## src/rtl/pulse_stretch_if.sv

```systemverilog
// Signal bundle for the pulse stretcher: the pulse/configuration inputs
// driven by the producer side and the stretched level plus status seen
// by the consumer side.
interface pulse_stretch_if #(
    parameter int LEN_W  = 8,
    parameter int PEND_W = 4
);
    logic              pulse_in;
    logic [LEN_W-1:0]  len;
    logic              retrig;
    logic              clr_ovf;
    logic              level_out;
    logic              busy;
    logic [PEND_W-1:0] pending;
    logic              overflow;

    // Producer of pulses / observer of the stretched level.
    modport master (
        output pulse_in, len, retrig, clr_ovf,
        input  level_out, busy, pending, overflow
    );

    // The stretcher itself.
    modport slave (
        input  pulse_in, len, retrig, clr_ovf,
        output level_out, busy, pending, overflow
    );
endinterface

```

## src/rtl/pulse_stretch.sv

```systemverilog
// Pulse stretcher: turns single-cycle pulses into level waveforms of
// max(len,1) cycles. In queued mode pulses arriving while the output is
// high are counted and replayed, separated by one forced low cycle so a
// downstream edge detector sees every one. In retrigger mode such pulses
// extend the current level instead. All outputs come straight from flops.
module pulse_stretch #(
    parameter int LEN_W  = 8,
    parameter int PEND_W = 4
) (
    input  logic           clk,
    input  logic           rstn,
    pulse_stretch_if.slave bus
);

    typedef enum logic [1:0] {
        ST_IDLE = 2'd0,
        ST_HIGH = 2'd1,
        ST_GAP  = 2'd2
    } state_e;

    localparam logic [LEN_W-1:0]  CNT_ONE  = LEN_W'(1);
    localparam logic [PEND_W-1:0] PEND_ONE = PEND_W'(1);
    localparam logic [PEND_W-1:0] PEND_MAX = '1;

    state_e            state_q, state_d;
    logic [LEN_W-1:0]  cnt_q, cnt_d;
    logic [PEND_W-1:0] pend_q, pend_d;
    logic              ovf_q, ovf_d;
    logic              level_q, level_d;
    logic              busy_q, busy_d;
    logic              ovf_set;
    logic [LEN_W-1:0]  load_val;

    // A requested length of zero still produces a one-cycle level.
    assign load_val = (bus.len == '0) ? CNT_ONE : bus.len;

    // Next-state, down-counter and pending-queue update.
    always_comb begin
        // NOTE: every signal written here is given a default first, so no
        // path through the case leaves it unassigned and no latch is inferred.
        state_d = state_q;
        cnt_d   = cnt_q;
        pend_d  = pend_q;
        ovf_set = 1'b0;

        case (state_q)
            ST_IDLE: begin
                if (bus.pulse_in) begin
                    cnt_d   = load_val;
                    state_d = ST_HIGH;
                end
            end

            ST_HIGH: begin
                // A retrigger reload takes priority over expiry.
                if (bus.retrig && bus.pulse_in) begin
                    cnt_d = load_val;
                end else if (cnt_q <= CNT_ONE) begin
                    cnt_d   = '0;
                    state_d = ST_GAP;
                end else begin
                    cnt_d = cnt_q - CNT_ONE;
                end

                // Queued mode remembers the pulse, or drops it when full.
                if (!bus.retrig && bus.pulse_in) begin
                    if (pend_q == PEND_MAX) begin
                        ovf_set = 1'b1;
                    end else begin
                        pend_d = pend_q + PEND_ONE;
                    end
                end
            end

            ST_GAP: begin
                if (bus.pulse_in || (pend_q != '0)) begin
                    cnt_d   = load_val;
                    state_d = ST_HIGH;
                    // A fresh pulse is served directly; otherwise consume one
                    // queued pulse. With both, queue-in and queue-out cancel.
                    if (!bus.pulse_in) begin
                        pend_d = pend_q - PEND_ONE;
                    end
                end else begin
                    state_d = ST_IDLE;
                end
            end

            default: begin
                state_d = ST_IDLE;
            end
        endcase
    end

    // Output decode from the next state so the outputs can be registered
    // without adding a cycle of latency; sticky overflow with set priority.
    always_comb begin
        level_d = (state_d == ST_HIGH);
        busy_d  = (state_d != ST_IDLE);
        if (ovf_set) begin
            ovf_d = 1'b1;
        end else if (bus.clr_ovf) begin
            ovf_d = 1'b0;
        end else begin
            ovf_d = ovf_q;
        end
    end

    // State, counter and queue registers.
    always_ff @(posedge clk or negedge rstn) begin
        // NOTE: sequential state is updated with non-blocking assignments so
        // every flop samples the values from before the edge.
        if (!rstn) begin
            state_q <= ST_IDLE;
            cnt_q   <= '0;
            pend_q  <= '0;
        end else begin
            state_q <= state_d;
            cnt_q   <= cnt_d;
            pend_q  <= pend_d;
        end
    end

    // Registered outputs.
    always_ff @(posedge clk or negedge rstn) begin
        if (!rstn) begin
            level_q <= 1'b0;
            busy_q  <= 1'b0;
            ovf_q   <= 1'b0;
        end else begin
            level_q <= level_d;
            busy_q  <= busy_d;
            ovf_q   <= ovf_d;
        end
    end

    assign bus.level_out = level_q;
    assign bus.busy      = busy_q;
    assign bus.pending   = pend_q;
    assign bus.overflow  = ovf_q;

endmodule

```

## src/flat_wrapper.sv

```systemverilog
// flat-port wrapper written by rule: the top's interface ports become plain ports
module pulse_stretch_flat 
#(
    parameter int LEN_W  = 8,
    parameter int PEND_W = 4
)
  (clk, rstn, bus_pulse_in, bus_len, bus_retrig, bus_clr_ovf, bus_level_out, bus_busy, bus_pending, bus_overflow);
  pulse_stretch_if #(.LEN_W(LEN_W), .PEND_W(PEND_W)) bus_i ();
  input  logic clk;
  input  logic rstn;
  input wire logic [$bits(bus_i.pulse_in)-1:0] bus_pulse_in;
  input wire logic [$bits(bus_i.len)-1:0] bus_len;
  input wire logic [$bits(bus_i.retrig)-1:0] bus_retrig;
  input wire logic [$bits(bus_i.clr_ovf)-1:0] bus_clr_ovf;
  output wire logic [$bits(bus_i.level_out)-1:0] bus_level_out;
  output wire logic [$bits(bus_i.busy)-1:0] bus_busy;
  output wire logic [$bits(bus_i.pending)-1:0] bus_pending;
  output wire logic [$bits(bus_i.overflow)-1:0] bus_overflow;
  assign bus_i.pulse_in = bus_pulse_in;
  assign bus_i.len = bus_len;
  assign bus_i.retrig = bus_retrig;
  assign bus_i.clr_ovf = bus_clr_ovf;
  assign bus_level_out = bus_i.level_out;
  assign bus_busy = bus_i.busy;
  assign bus_pending = bus_i.pending;
  assign bus_overflow = bus_i.overflow;
  pulse_stretch #(.LEN_W(LEN_W), .PEND_W(PEND_W)) u_core (.clk(clk), .rstn(rstn), .bus(bus_i));
endmodule
```

## config.mk

```make
export PLATFORM = sky130hd
export DESIGN_NAME = pulse_stretch_flat
export DESIGN_NICKNAME = d
export VERILOG_FILES = /design/src/rtl/pulse_stretch_if.sv /design/src/rtl/pulse_stretch.sv /design/src/flat_wrapper.sv
export SDC_FILE = /design/constraint.sdc
export NUM_CORES = 1
export LEC_CHECK = 0
export ABC_AREA = 1
export CORE_MARGIN = 4
export CORE_UTILIZATION = 39
export CTS_CLUSTER_DIAMETER = 150
export DETAILED_ROUTE_END_ITERATION = 10
export DONT_BUFFER_PORTS = 1
export GPL_ROUTABILITY_DRIVEN = 0
export SETUP_SLACK_MARGIN = 0.02
export SLEW_MARGIN = 40
export SYNTH_ARGS = -nofsm -noshare
export SYNTH_HDL_FRONTEND = slang
export SYNTH_SLANG_ARGS = --single-unit
```

## constraint.sdc

```tcl
create_clock -name clk -period 1.35 [get_ports clk]
set_input_delay 0.405 -clock clk [delete_from_list [all_inputs] [get_ports clk]]
set_output_delay 0.405 -clock clk [all_outputs]
set_load 0.005 [all_outputs]
```

### Word level (Yosys, flattened, before mapping)

Index checks and enable logic that the tools add are counted.

* add/subtract/negate cells: 3
* magnitude comparators: 1
* equality and inequality tests: 9
* mux-type cells: 21
* reduce and logical (&&, ||, !) cells: 13

Operator list (number)
* $mux W8: 5
* $pmux W8 S3: 1
* $mux W4: 4
* $le A8 B1 Y1 const B: 1
* $logic_not A8 Y1: 1
* $pmux W4 S2: 1
* $sub A8 B1 Y8 const B: 1
* $mux W1: 6
* $mux W2: 3
* $ne A2 B2 Y1 const B: 3
* $pmux W2 S3: 1
* $reduce_bool A2 Y1: 3
* $reduce_and A5 Y1: 1
* $add A4 B1 Y4 const B: 1
* $eq A2 B1 Y1 const B: 2
* $eq A4 B4 Y1 const B: 1
* $ne A2 B1 Y1 const B: 2
* $reduce_bool A4 Y1: 1
* $sub A4 B1 Y4 const B: 1
* $reduce_and A3 Y1: 1
* $reduce_bool A3 Y1: 1
* $eq A2 B2 Y1 const B: 1
* $logic_and A1 B1 Y1: 2
* $logic_not A2 Y1: 1
* 2 further kinds: 2

* flip-flop bits (word level): 17
* bits of input ports: 13
* output and inout port bits: 7
* logic and storage cells: 53

### Longest topological paths before layout

Gate-level depths: netlist of the first run.

* word-level depth: 5
* gate-level depth with buffers: 11
* gate-level depth less buffers: 11

### Least setup slack after synthesis of the first run

OpenSTA, ideal clock, no wires.

* path type: reg-to-reg
* start point: register u_core.state_q[1]
* end point: register u_core.pend_q[3] (netlist: u_core.bus.pending[3])
* library setup time: 116 ps
* arrival: 1297 ps
* required time: 1234 ps
* slack: -64 ps
* stages on the path, launching flop included: 10
* buffers on the path: 0
* clock period less this slack: 1414 ps
* cells stage by stage: dfrtp_1 nand2_2 inv_2 ha_1 nand2_1 nand2_1 o21ai_0 nand2_1 nand2_1 nand2_1

* cells in the longest elaborated chain, start to end: 3
* elaborated cells between the ends (all ways): 9
* those cells by class: 6 x eq/ne; 1 x mux; 2 x reduce/logical

Ends and longest elaborated chain
* from (decl): RTL line pulse_stretch.sv:25 `state_e state_q, state_d;`
* from (signal assigned): RTL line pulse_stretch.sv:118 `state_q <= state_d;`
* $eq A2 B2 Y1 / $eq A2 B1 Y1 (equally long branches): RTL line pulse_stretch.sv:46 `case (state_q)`
* $ne A2 B1 Y1 (no line) (tied with other cells)
* $reduce_and A5 Y1 (no line)
* to (signal assigned): RTL line pulse_stretch.sv:120 `pend_q <= pend_d;`
* to (decl): RTL line pulse_stretch.sv:27 `logic [PEND_W-1:0] pend_q, pend_d;`

Parallel ways exist; a longest one is shown, timed or not.
A chain may end at the register's enable or synchronous reset.

### Worst setup path after layout of the first run

Same ends and word-level chain as after synthesis.

==> results.sh, run 1 <==
export IMPL_diodes=0
export IMPL_cp_required_ns=1.57
export IMPL_synth_main_ff_cell="dfrtp_1"
export IMPL_swShare=0.463
export IMPL_timing_final_crit_share=1.03
export IMPL_synth_nets=204
export IMPL_clock_latency_ns=0.31
export IMPL_crit_type="flip-flop to flip-flop"
export IMPL_die_h_um=63.7
export IMPL_htreeDepth=1
export IMPL_r2r_start="u_core.state_q[1]"
export IMPL_layout_drive_gt1_share=0.333
export IMPL_max_slew_margin=0.730
export IMPL_final_common_cell="nand2_1"
export IMPL_p_clk_frac=0.090
export IMPL_numPlacedInstances=236
export IMPL_start_util=0.424
export IMPL_switchingPower_mw=1.60
export IMPL_fp_row_count=19
export IMPL_arrival_ns=1.61
export IMPL_intPower_mw=1.86
export IMPL_crit_path_end_kind="flip-flop"
export IMPL_avgSynthCellArea_um2=6.50
export IMPL_ys_seq_area_frac=0.352
export IMPL_final_cell_mix="nand2_1 (57), nor2_1 (33), buf_4 (24)"
export IMPL_start_kind="flip-flop"
export IMPL_tns_ns=-0.0733
export IMPL_port_buffers=0
export IMPL_synthDistinctLibCells=22
export IMPL_power_density_nw_per_um2=2120
export IMPL_period_needed_ns=1.39
export IMPL_final_antenna_net_count=0
export IMPL_timing_final_hold_violations=0
export IMPL_synth_cells=186
export IMPL_async_flop_share=1.00
export IMPL_synth_edf_count=0
export IMPL_antenna_found_initial=0
export IMPL_leakage_nw=0.860
export IMPL_finalWorstSetupSlack_ns=-0.0426
export IMPL_synth_cell_area_um2=1210
export IMPL_dp_hpwl_um=2290
export IMPL_clk_pin_slew_worst_paths_ns=0.12
export IMPL_slew_violations=0
export IMPL_fin_cells=247
export IMPL_max_freq_ghz=0.718
export IMPL_root_buffer="clkbuf_4"
export IMPL_p_comb_frac=0.626
export IMPL_grt_max_degree=18
export IMPL_cts_tree="done"
export IMPL_viasPerCell=4.87
export IMPL_drt_total_wl_um=3040
export IMPL_violations="setup timing"
export IMPL_seq_power_share=0.285
export IMPL_vias=1203
export IMPL_design_die_area_um2=4050
export IMPL_ios=20
export IMPL_synth_area_top_cells="dfrtp_1 (35%), nand2_1 (20%), nor2_1 (12%)"
export IMPL_grt_pass1_wl_um=5270
export IMPL_cts_sinks=17
export IMPL_overflow=0
export IMPL_drc=0
export IMPL_fin_skew_ns=0.00535
export IMPL_grt_pass1_vias=1264
export IMPL_min_path_type="input port to async pin"
export IMPL_cp_max_fo=4
export IMPL_first_pass_iters=4
export IMPL_cts_made_buffers=3
export IMPL_reg2regPathDepth=10
export IMPL_dieWidth_um=63.7
export IMPL_status="finished with violations"
export IMPL_tightestPinTransition_ns=0.404
export IMPL_drt_iter0_drc=56
export IMPL_worstReg2RegEnd="u_core.bus.pending[3]"
export IMPL_synth_largest_area_cell="dfrtp_1"
export IMPL_yosysTopAreaCellShare=0.352
export IMPL_reg2reg_setup_slack_ns=-0.04
export IMPL_grt_util_all_layers=0.162
export IMPL_rsz0062_at_grt="true"
export IMPL_ir_worst_vdd_mv=1.09
export IMPL_synth_seq_cells=17
export IMPL_setup_violations=4
export IMPL_nets=235
export IMPL_core_area_um2=2850
export IMPL_routedWlPerCell_um=12.3
export IMPL_yosys_warnings=0
export IMPL_max_cap_violations=0
export IMPL_area_delta_synth_final_pct=35.2
export IMPL_cts_max_path_buffers=2
[critical path, stage by stage (launching register included)]
cell and delay, ns:
dfrtp_1 0.44, nand2_4 0.13, inv_6 0.06, ha_4 0.27, nand2_2 0.05, nor2_2 0.11
nor2_1 0.05, nand2_1 0.05, nand2_1 0.04, nand2_1 0.05, nand2_1 0.05
[cell type report]
| class | count | area, um^2 |
|---|---|---|
| clock buffers | 3 | 22.5 |
| clock inverters | 1 | 7.51 |
| fillers | 271 | 1220 |
| inverters | 26 | 103 |
| multi-input cells | 142 | 826 |
| flip-flops and latches | 17 | 429 |
| well taps | 31 | 38.8 |
| repair buffers | 27 | 208 |
[cells by family after synthesis]
family                   count (synthesis)  synth area share
flip-flops                              17             0.352
XOR/XNOR                                 4            0.0290
adder cells (fa/ha/maj)                  5            0.0580
AO/OA/AOI/OAI                           12            0.0580
buffers and inverters                   27            0.0901
AND/OR/NAND/NOR                        121             0.413
[Yosys cell counts, types with 3 or more instances]
library cell / count
ha_1: 4
inv_2: 4
nand2_2: 3
nand4_1: 3
xor2_1: 3
nor2_1: 40
a21oi_1: 3
inv_1: 22
nand2_1: 64
dfrtp_1: 17
o21ai_0: 3
nand3_1: 8
o21ai_1: 3
[routing by layer]
layer | routed length [um] | part of all wire | vias to the layer above | track usage
li1 | - | - | 635 | -
met1 | 1410 | 0.46 | 528 | 0.212
met2 | 1400 | 0.46 | 30 | 0.253
met3 | 158 | 0.052 | 10 | 0.0284
met4 | 79 | 0.026 | 0 | 0.0863
met5 | 0 | 0 | - | 0
[sequential cells by signal, indices dropped and copies added, names as in the netlist]
| name | flops |
|---|---|
| u_core.cnt_q | 8 |
| u_core.bus.pending | 4 |
| u_core.state_q | 2 |
| u_core.bus.busy | 1 |
| u_core.bus.level_out | 1 |
| u_core.bus.overflow | 1 |
[through the flow]
| stage | hold WS, ns | setup WS, ns | power, mW | util | area [um^2] |
|---|---|---|---|---|---|
| after floorplan | 0.109 | 0.0305 | 2.12 | - | 1240 |
| after global placement | 0.110 | -0.0236 | 2.71 | 0.498 | 1420 |
| after detailed placement | 0.110 | -0.0483 | 2.75 | 0.498 | 1420 |
| after CTS | 0.185 | -0.0414 | 3.18 | 0.529 | 1510 |
| after global routing | 0.0291 | -0.126 | 3.85 | 0.573 | 1630 |
| final | 0.00156 | -0.0426 | 3.46 | 0.573 | 1630 |
[power groups by stage]
stage          Combinational [mW]  Sequential, mW  Clock (mW)
2_1_floorplan                1.18           0.943           0
3_3_place_gp                 1.76           0.950           0
3_5_place_dp                 1.79           0.961           0
4_1_cts                      1.90           0.964       0.316
5_1_grt                      2.48            1.03       0.343
6_report                     2.16           0.985       0.310
[how the worst max path moves through the flow]
| stage | startpoint | end | slack, ns | cells after the start |
|---|---|---|---|---|
| global placement | u_core.state_q[1] | u_core.bus.pending[3] | -0.02 | 10 |
| floorplan | u_core.cnt_q[0] | u_core.cnt_q[4] | 0.03 | 11 |
| global route | u_core.cnt_q[0] | u_core.cnt_q[4] | -0.13 | 11 |
| CTS | u_core.state_q[0] | u_core.bus.pending[3] | -0.04 | 10 |
| detailed placement | u_core.state_q[1] | u_core.bus.pending[3] | -0.05 | 10 |
| finish | u_core.state_q[1] | u_core.bus.pending[3] | -0.04 | 10 |
[timing repair]
| item | 4_1_cts | 5_1_grt |
|---|---|---|
| setup buffers | 2 | 4 |
| gates resized for setup | 14 | 25 |
| hold buffers | 1 | 0 |
| setup endpoints to repair | 10 | 17 |
| pin swaps | 5 | 19 |
| endpoints found under the hold margin | 17 | 0 |
Note: power is estimated with default switching activity, not from simulation.
==> run 2: changes to the inputs <==
--- a/config.mk
+++ b/config.mk
@@ -6,8 +6,9 @@
 export NUM_CORES = 1
 export LEC_CHECK = 0
 export ABC_AREA = 1
+export CAP_MARGIN = 20
 export CORE_MARGIN = 4
-export CORE_UTILIZATION = 39
+export CORE_UTILIZATION = 30
 export CTS_CLUSTER_DIAMETER = 150
 export DETAILED_ROUTE_END_ITERATION = 10
 export DONT_BUFFER_PORTS = 1
==> run 2 against run 1 <==
The run still ends with setup timing left. Die area up 26%. Fmax up 0.96%. Clock-buffer cell count unchanged. Combinational power about the same. Sequential power down 2.3%. Final cell count up 6.1%. Critical path depth unchanged. Core utilization down 13 points. Power up 2.4%. Worst hold slack better by 0.064 ns. Clock skew up 0.0076 ns. Register-to-register slack about the same.
==> results.sh, run 2 (synthesis results as in run 1) <==
export IMPL_final_antenna_net_count=0
export IMPL_first_pass_iters=6
export IMPL_setup_violations=3
export IMPL_design_die_area_um2=5110
export IMPL_grt_pass1_wl_um=5090
export IMPL_final_cell_mix="nand2_1 (56), nor2_1 (36), buf_4 (23)"
export IMPL_cp_max_fo=3
export IMPL_status="finished with violations"
export IMPL_final_common_cell="nand2_1"
export IMPL_antenna_found_initial=0
export IMPL_clock_latency_ns=0.27
export IMPL_start_kind="flip-flop"
export IMPL_hold_ws_ns=0.0653
export IMPL_cts_made_buffers=3
export IMPL_drt_total_wl_um=3100
export IMPL_max_slew_margin=0.714
export IMPL_timing_final_crit_share=1.02
export IMPL_min_path_type="input port to async pin"
export IMPL_routedWlPerCell_um=11.8
export IMPL_dieWidth_um=71.5
export IMPL_ir_worst_vdd_mv=0.729
export IMPL_max_freq_ghz=0.725
export IMPL_port_buffers=0
export IMPL_violations="setup timing"
export IMPL_overflow=0
export IMPL_clk_pin_slew_worst_paths_ns=0.08
export IMPL_root_buffer="clkbuf_8"
export IMPL_diodes=0
export IMPL_ios=20
export IMPL_cts_max_path_buffers=2
export IMPL_crit_type="flip-flop to flip-flop"
export IMPL_finalWorstSetupSlack_ns=-0.0294
export IMPL_grt_pass1_vias=1087
export IMPL_nFillCells=393
export IMPL_slew_violations=0
export IMPL_htreeDepth=1
export IMPL_vias=1182
export IMPL_drc=0
export IMPL_power_density_nw_per_um2=2100
export IMPL_tightestPinTransition_ns=0.429
export IMPL_regMostFlops="u_core.cnt_q"
export IMPL_grt_util_all_layers=0.127
export IMPL_gr_usage_met3=0.0449
export IMPL_die_h_um=71.5
export IMPL_period_needed_ns=1.38
export IMPL_dp_hpwl_um=2270
export IMPL_globalRouteMet2Util=0.199
export IMPL_fin_cells=262
export IMPL_start_util=0.321
export IMPL_fin_skew_ns=0.0130
export IMPL_cts_tree="done"
export IMPL_area_delta_synth_final_pct=39.3
export IMPL_largest_reg_flops=8
export IMPL_crit_path_end_kind="flip-flop"
export IMPL_drt_iter0_drc=61
export IMPL_reg2reg_setup_slack_ns=-0.03
export IMPL_cts_sinks=17
export IMPL_timing_final_hold_violations=0
export IMPL_leakage_nw=0.869
export IMPL_max_cap_violations=0
export IMPL_grt_max_degree=18
export IMPL_layout_drive_gt1_share=0.332
export IMPL_rsz0062_at_grt="true"
export IMPL_nets=233
export IMPL_viasPerCell=4.51
export IMPL_arrival_ns=1.53
export IMPL_fp_row_count=22
export IMPL_grt_busiest_layer="met2"
export IMPL_core_area_um2=3770
export IMPL_grt_use_met1=0.167
export IMPL_cp_required_ns=1.50
export IMPL_numPlacedInstances=250
==> run 2: cell types whose count changed in the layout (fill, tap and decap cells not counted), sizes merged <==
cell	previous run	this run
clkinvlp	1	0
buf	27	25
clkinv	0	1
==> run 2: what timing repair did <==
action | 4_1_cts | 5_1_grt
pin swaps | 12 | 15
endpoints found under the setup margin | 11 | 15
hold buffers | 1 | 0
setup buffers | 5 | 2
endpoints found under the hold margin | 17 | 0
resized for setup | 11 | 29
==> run 2: area by class of cell <==
class                           count  area (um^2)  share of cell area
Clock inverter                      1         5.00             0.00297
Inverter                           26          103              0.0609
Timing Repair Buffer               25          198               0.117
Multi-Input combinational cell    142          850               0.504
Tap cell                           48         60.1              0.0357
Clock buffer                        3         41.3              0.0245
Sequential cell                    17          428               0.254
==> run 2: worst max-delay path: stages, from the launching register on <==
cell     delay (ns)
dfrtp_1        0.40
inv_2          0.09
nand2_4        0.08
inv_6          0.09
ha_4           0.21
nand2_2        0.06
nand2_2        0.05
o21ai_1        0.13
nand2_1        0.06
nand2_1        0.05
nand2_1        0.04
==> run 2: path summary, 6_finish.rpt <==
kind	start	endpoint	depth (start not counted)
setup / recovery	u_core.state_q[0]	u_core.bus.pending[3]	10
hold / removal	rstn	u_core.cnt_q[6]	1
min in group clk	bus_clr_ovf	u_core.bus.overflow	1
setup reg to reg	u_core.state_q[0]	u_core.bus.pending[3]	10
max in group asynchronous	rstn	u_core.bus.pending[1]	1
hold reg to reg	u_core.bus.overflow	u_core.bus.overflow	2
==> run 2: routing by layer <==
layer / up-vias / share of wire
met4: 0 / 0.010
li1: 626 / -
met1: 528 / 0.45
met2: 24 / 0.47
met5: - / 0
met3: 4 / 0.066
==> run 2: stage by stage <==
stage / setup slack [ns] / TNS, ns / instance area (um^2) / total power [mW] / utilization
2_1_floorplan: 0.0305 / 0 / 1240 / 2.12 / -
3_3_place_gp: -0.102 / -0.234 / 1420 / 2.71 / 0.377
3_5_place_dp: -0.0531 / -0.183 / 1420 / 2.73 / 0.377
4_1_cts: -0.0375 / -0.0456 / 1550 / 3.30 / 0.411
5_1_grt: -0.117 / -0.947 / 1680 / 3.90 / 0.447
6_report: -0.0294 / -0.0496 / 1680 / 3.54 / 0.447
==> run 2: power breakdown <==
group          total (mW)  internal [mW]  switching, mW  leakage [nW]
Sequential          0.962          0.735          0.227         0.201
Clock               0.404          0.206          0.198        0.0255
Combinational        2.18           1.01           1.17         0.643
Total                3.54           1.95           1.60         0.869
==> run 3: changes to the inputs <==
--- a/config.mk
+++ b/config.mk
@@ -13,8 +13,8 @@
 export DETAILED_ROUTE_END_ITERATION = 10
 export DONT_BUFFER_PORTS = 1
 export GPL_ROUTABILITY_DRIVEN = 0
-export SETUP_SLACK_MARGIN = 0.02
-export SLEW_MARGIN = 40
+export SETUP_SLACK_MARGIN = 0.5
+export SLEW_MARGIN = 20
 export SYNTH_ARGS = -nofsm -noshare
 export SYNTH_HDL_FRONTEND = slang
 export SYNTH_SLANG_ARGS = --single-unit
==> run 3 against run 2 <==
The run still ends with setup timing left. First-iteration DRC count decreased by 8.2%. Worst setup slack got worse by 0.031 ns. Design area grew 0.30%. Die area unchanged. Critical path type unchanged. Largest power group unchanged.
==> results.sh, run 3 (synthesis results as in run 1) <==
export IMPL_start_util=0.321
export IMPL_port_buffers=0
export IMPL_area_delta_synth_final_pct=39.8
export IMPL_fp_row_count=22
export IMPL_utilization=0.448
export IMPL_crit_path_end_kind="flip-flop"
export IMPL_reg2regPathDepth=11
export IMPL_dp_hpwl_um=2320
export IMPL_max_slew_margin=0.459
export IMPL_worstSetupStartpoint="u_core.state_q[0]"
export IMPL_arrival_ns=1.61
export IMPL_rsz0062_at_grt="true"
export IMPL_dieWidth_um=71.5
export IMPL_routedWlPerCell_um=12.6
export IMPL_clk_pin_slew_worst_paths_ns=0.07
export IMPL_cts_sinks=17
export IMPL_start_kind="flip-flop"
export IMPL_largest_reg_flops=8
export IMPL_numPlacedInstances=250
export IMPL_power_density_nw_per_um2=2120
export IMPL_grt_max_degree=18
export IMPL_final_antenna_net_count=0
export IMPL_ir_worst_vdd_mv=0.905
export IMPL_setup_violations=2
export IMPL_core_area_um2=3770
export IMPL_final_cell_mix="nand2_1 (59), nor2_1 (31), buf_4 (19)"
export IMPL_antenna_found_initial=0
export IMPL_fin_area_um2=1690
export IMPL_grt_pass1_wl_um=5450
export IMPL_dpl_cell_area_um2=1430
export IMPL_first_pass_iters=4
export IMPL_max_cap_violations=0
export IMPL_ios=20
export IMPL_fin_skew_ns=0.00144
export IMPL_violations="setup timing"
export IMPL_diodes=0
export IMPL_nFillCells=377
export IMPL_design_die_area_um2=5110
export IMPL_cp_max_fo=3
export IMPL_tns_ns=-0.0727
export IMPL_leakage_nw=0.863
export IMPL_min_path_type="input port to flip-flop"
export IMPL_htreeDepth=1
export IMPL_layout_drive_gt1_share=0.322
export IMPL_drt_iter0_drc=56
export IMPL_tightestPinTransition_ns=0.809
export IMPL_cts_made_buffers=3
export IMPL_final_common_cell="nand2_1"
export IMPL_fin_cells=262
export IMPL_vias=1212
export IMPL_crit_end="u_core.bus.pending[3]"
export IMPL_cts_max_path_buffers=2
export IMPL_reg2reg_setup_slack_ns=-0.06
export IMPL_max_freq_ghz=0.709
export IMPL_drc=0
export IMPL_r2r_start="u_core.state_q[0]"
export IMPL_cp_required_ns=1.55
export IMPL_dp_slack_ns=-0.0470
export IMPL_status="finished with violations"
export IMPL_grt_util_all_layers=0.132
export IMPL_grt_pass1_vias=1193
export IMPL_timing_final_crit_share=1.04
export IMPL_cts_tree="done"
export IMPL_finalWorstSetupSlack_ns=-0.0606
export IMPL_nets=233
export IMPL_period_needed_ns=1.41
export IMPL_overflow=0
export IMPL_crit_type="flip-flop to flip-flop"
export IMPL_regMostFlops="u_core.cnt_q"
export IMPL_drt_total_wl_um=3300
export IMPL_viasPerCell=4.63
export IMPL_root_buffer="clkbuf_8"
export IMPL_worstReg2RegEnd="u_core.bus.pending[3]"
export IMPL_slew_violations=0
export IMPL_clock_latency_ns=0.25
export IMPL_die_h_um=71.5
export IMPL_timing_final_hold_violations=0
==> run 3: changes by cell type in the layout (fill, tap and decap cells not counted), sizes merged <==
cell | previous run | this run
buf | 25 | 23
clkbuf | 3 | 4
clkinv | 1 | 0
dlygate4sd3 | 0 | 1
nand2 | 68 | 69
==> run 3: metal layers <==
layer / vias to the layer above / wire, um / global-route usage
li1: 627 / - / -
met2: 22 / 1590 / 0.218
met4: 0 / 29 / 0.0376
met3: 4 / 192 / 0.0196
met5: - / 0 / 0
met1: 559 / 1490 / 0.178
==> run 3: worst min path at each step <==
stage                startpoint                  end  slack [ns]  cells past startpoint
finish              bus_clr_ovf  u_core.bus.overflow        0.24                      1
global route        bus_clr_ovf  u_core.bus.overflow        0.23                      1
CTS                        rstn      u_core.bus.busy       -0.17                      0
detailed placement         rstn    u_core.state_q[0]        0.11                      0
global placement           rstn  u_core.bus.overflow        0.11                      0
floorplan                  rstn      u_core.bus.busy        0.11                      0
==> run 3: worst max-delay path, stage by stage (launching register included) <==
cell,delay [ns]
dfrtp_1,0.40
inv_2,0.09
nand2_4,0.08
inv_6,0.08
ha_4,0.21
nand2_1,0.06
nand2_1,0.07
nor2_1,0.12
nand2_1,0.08
nand2_1,0.06
nand2_1,0.05
nand2_1,0.06
==> run 3: stage by stage <==
stage	power (mW)	hold WS, ns
2_1_floorplan	2.14	0.109
3_3_place_gp	2.72	0.110
3_5_place_dp	2.74	0.110
4_1_cts	3.39	-0.169
5_1_grt	3.92	0.230
6_report	3.58	0.241
==> run 3: cell type report <==
| class | count | area [um^2] | share of cell area |
|---|---|---|---|
| well taps | 48 | 60.1 | 0.0356 |
| multi-input cells | 143 | 852 | 0.504 |
| repair buffers | 24 | 198 | 0.117 |
| flip-flops and latches | 17 | 429 | 0.254 |
| inverters | 26 | 105 | 0.0622 |
| clock buffers | 4 | 45.0 | 0.0267 |
==> run 3: power by group <==
| part | switching, mW | total, mW | leakage [nW] | internal (mW) |
|---|---|---|---|---|
| Combinational | 1.17 | 2.17 | 0.641 | 1.01 |
| Clock | 0.189 | 0.398 | 0.0228 | 0.210 |
| Sequential | 0.273 | 1.01 | 0.200 | 0.738 |
==> run 3: timing repair <==
item / in CTS / in global routing
gates cloned: 1 / 0
pin swaps: 13 / 18
buffers inserted: 4 / 2
resized for setup: 27 / 14
endpoints found under the setup margin: 24 / 24
hold endpoints to repair: 17 / 17
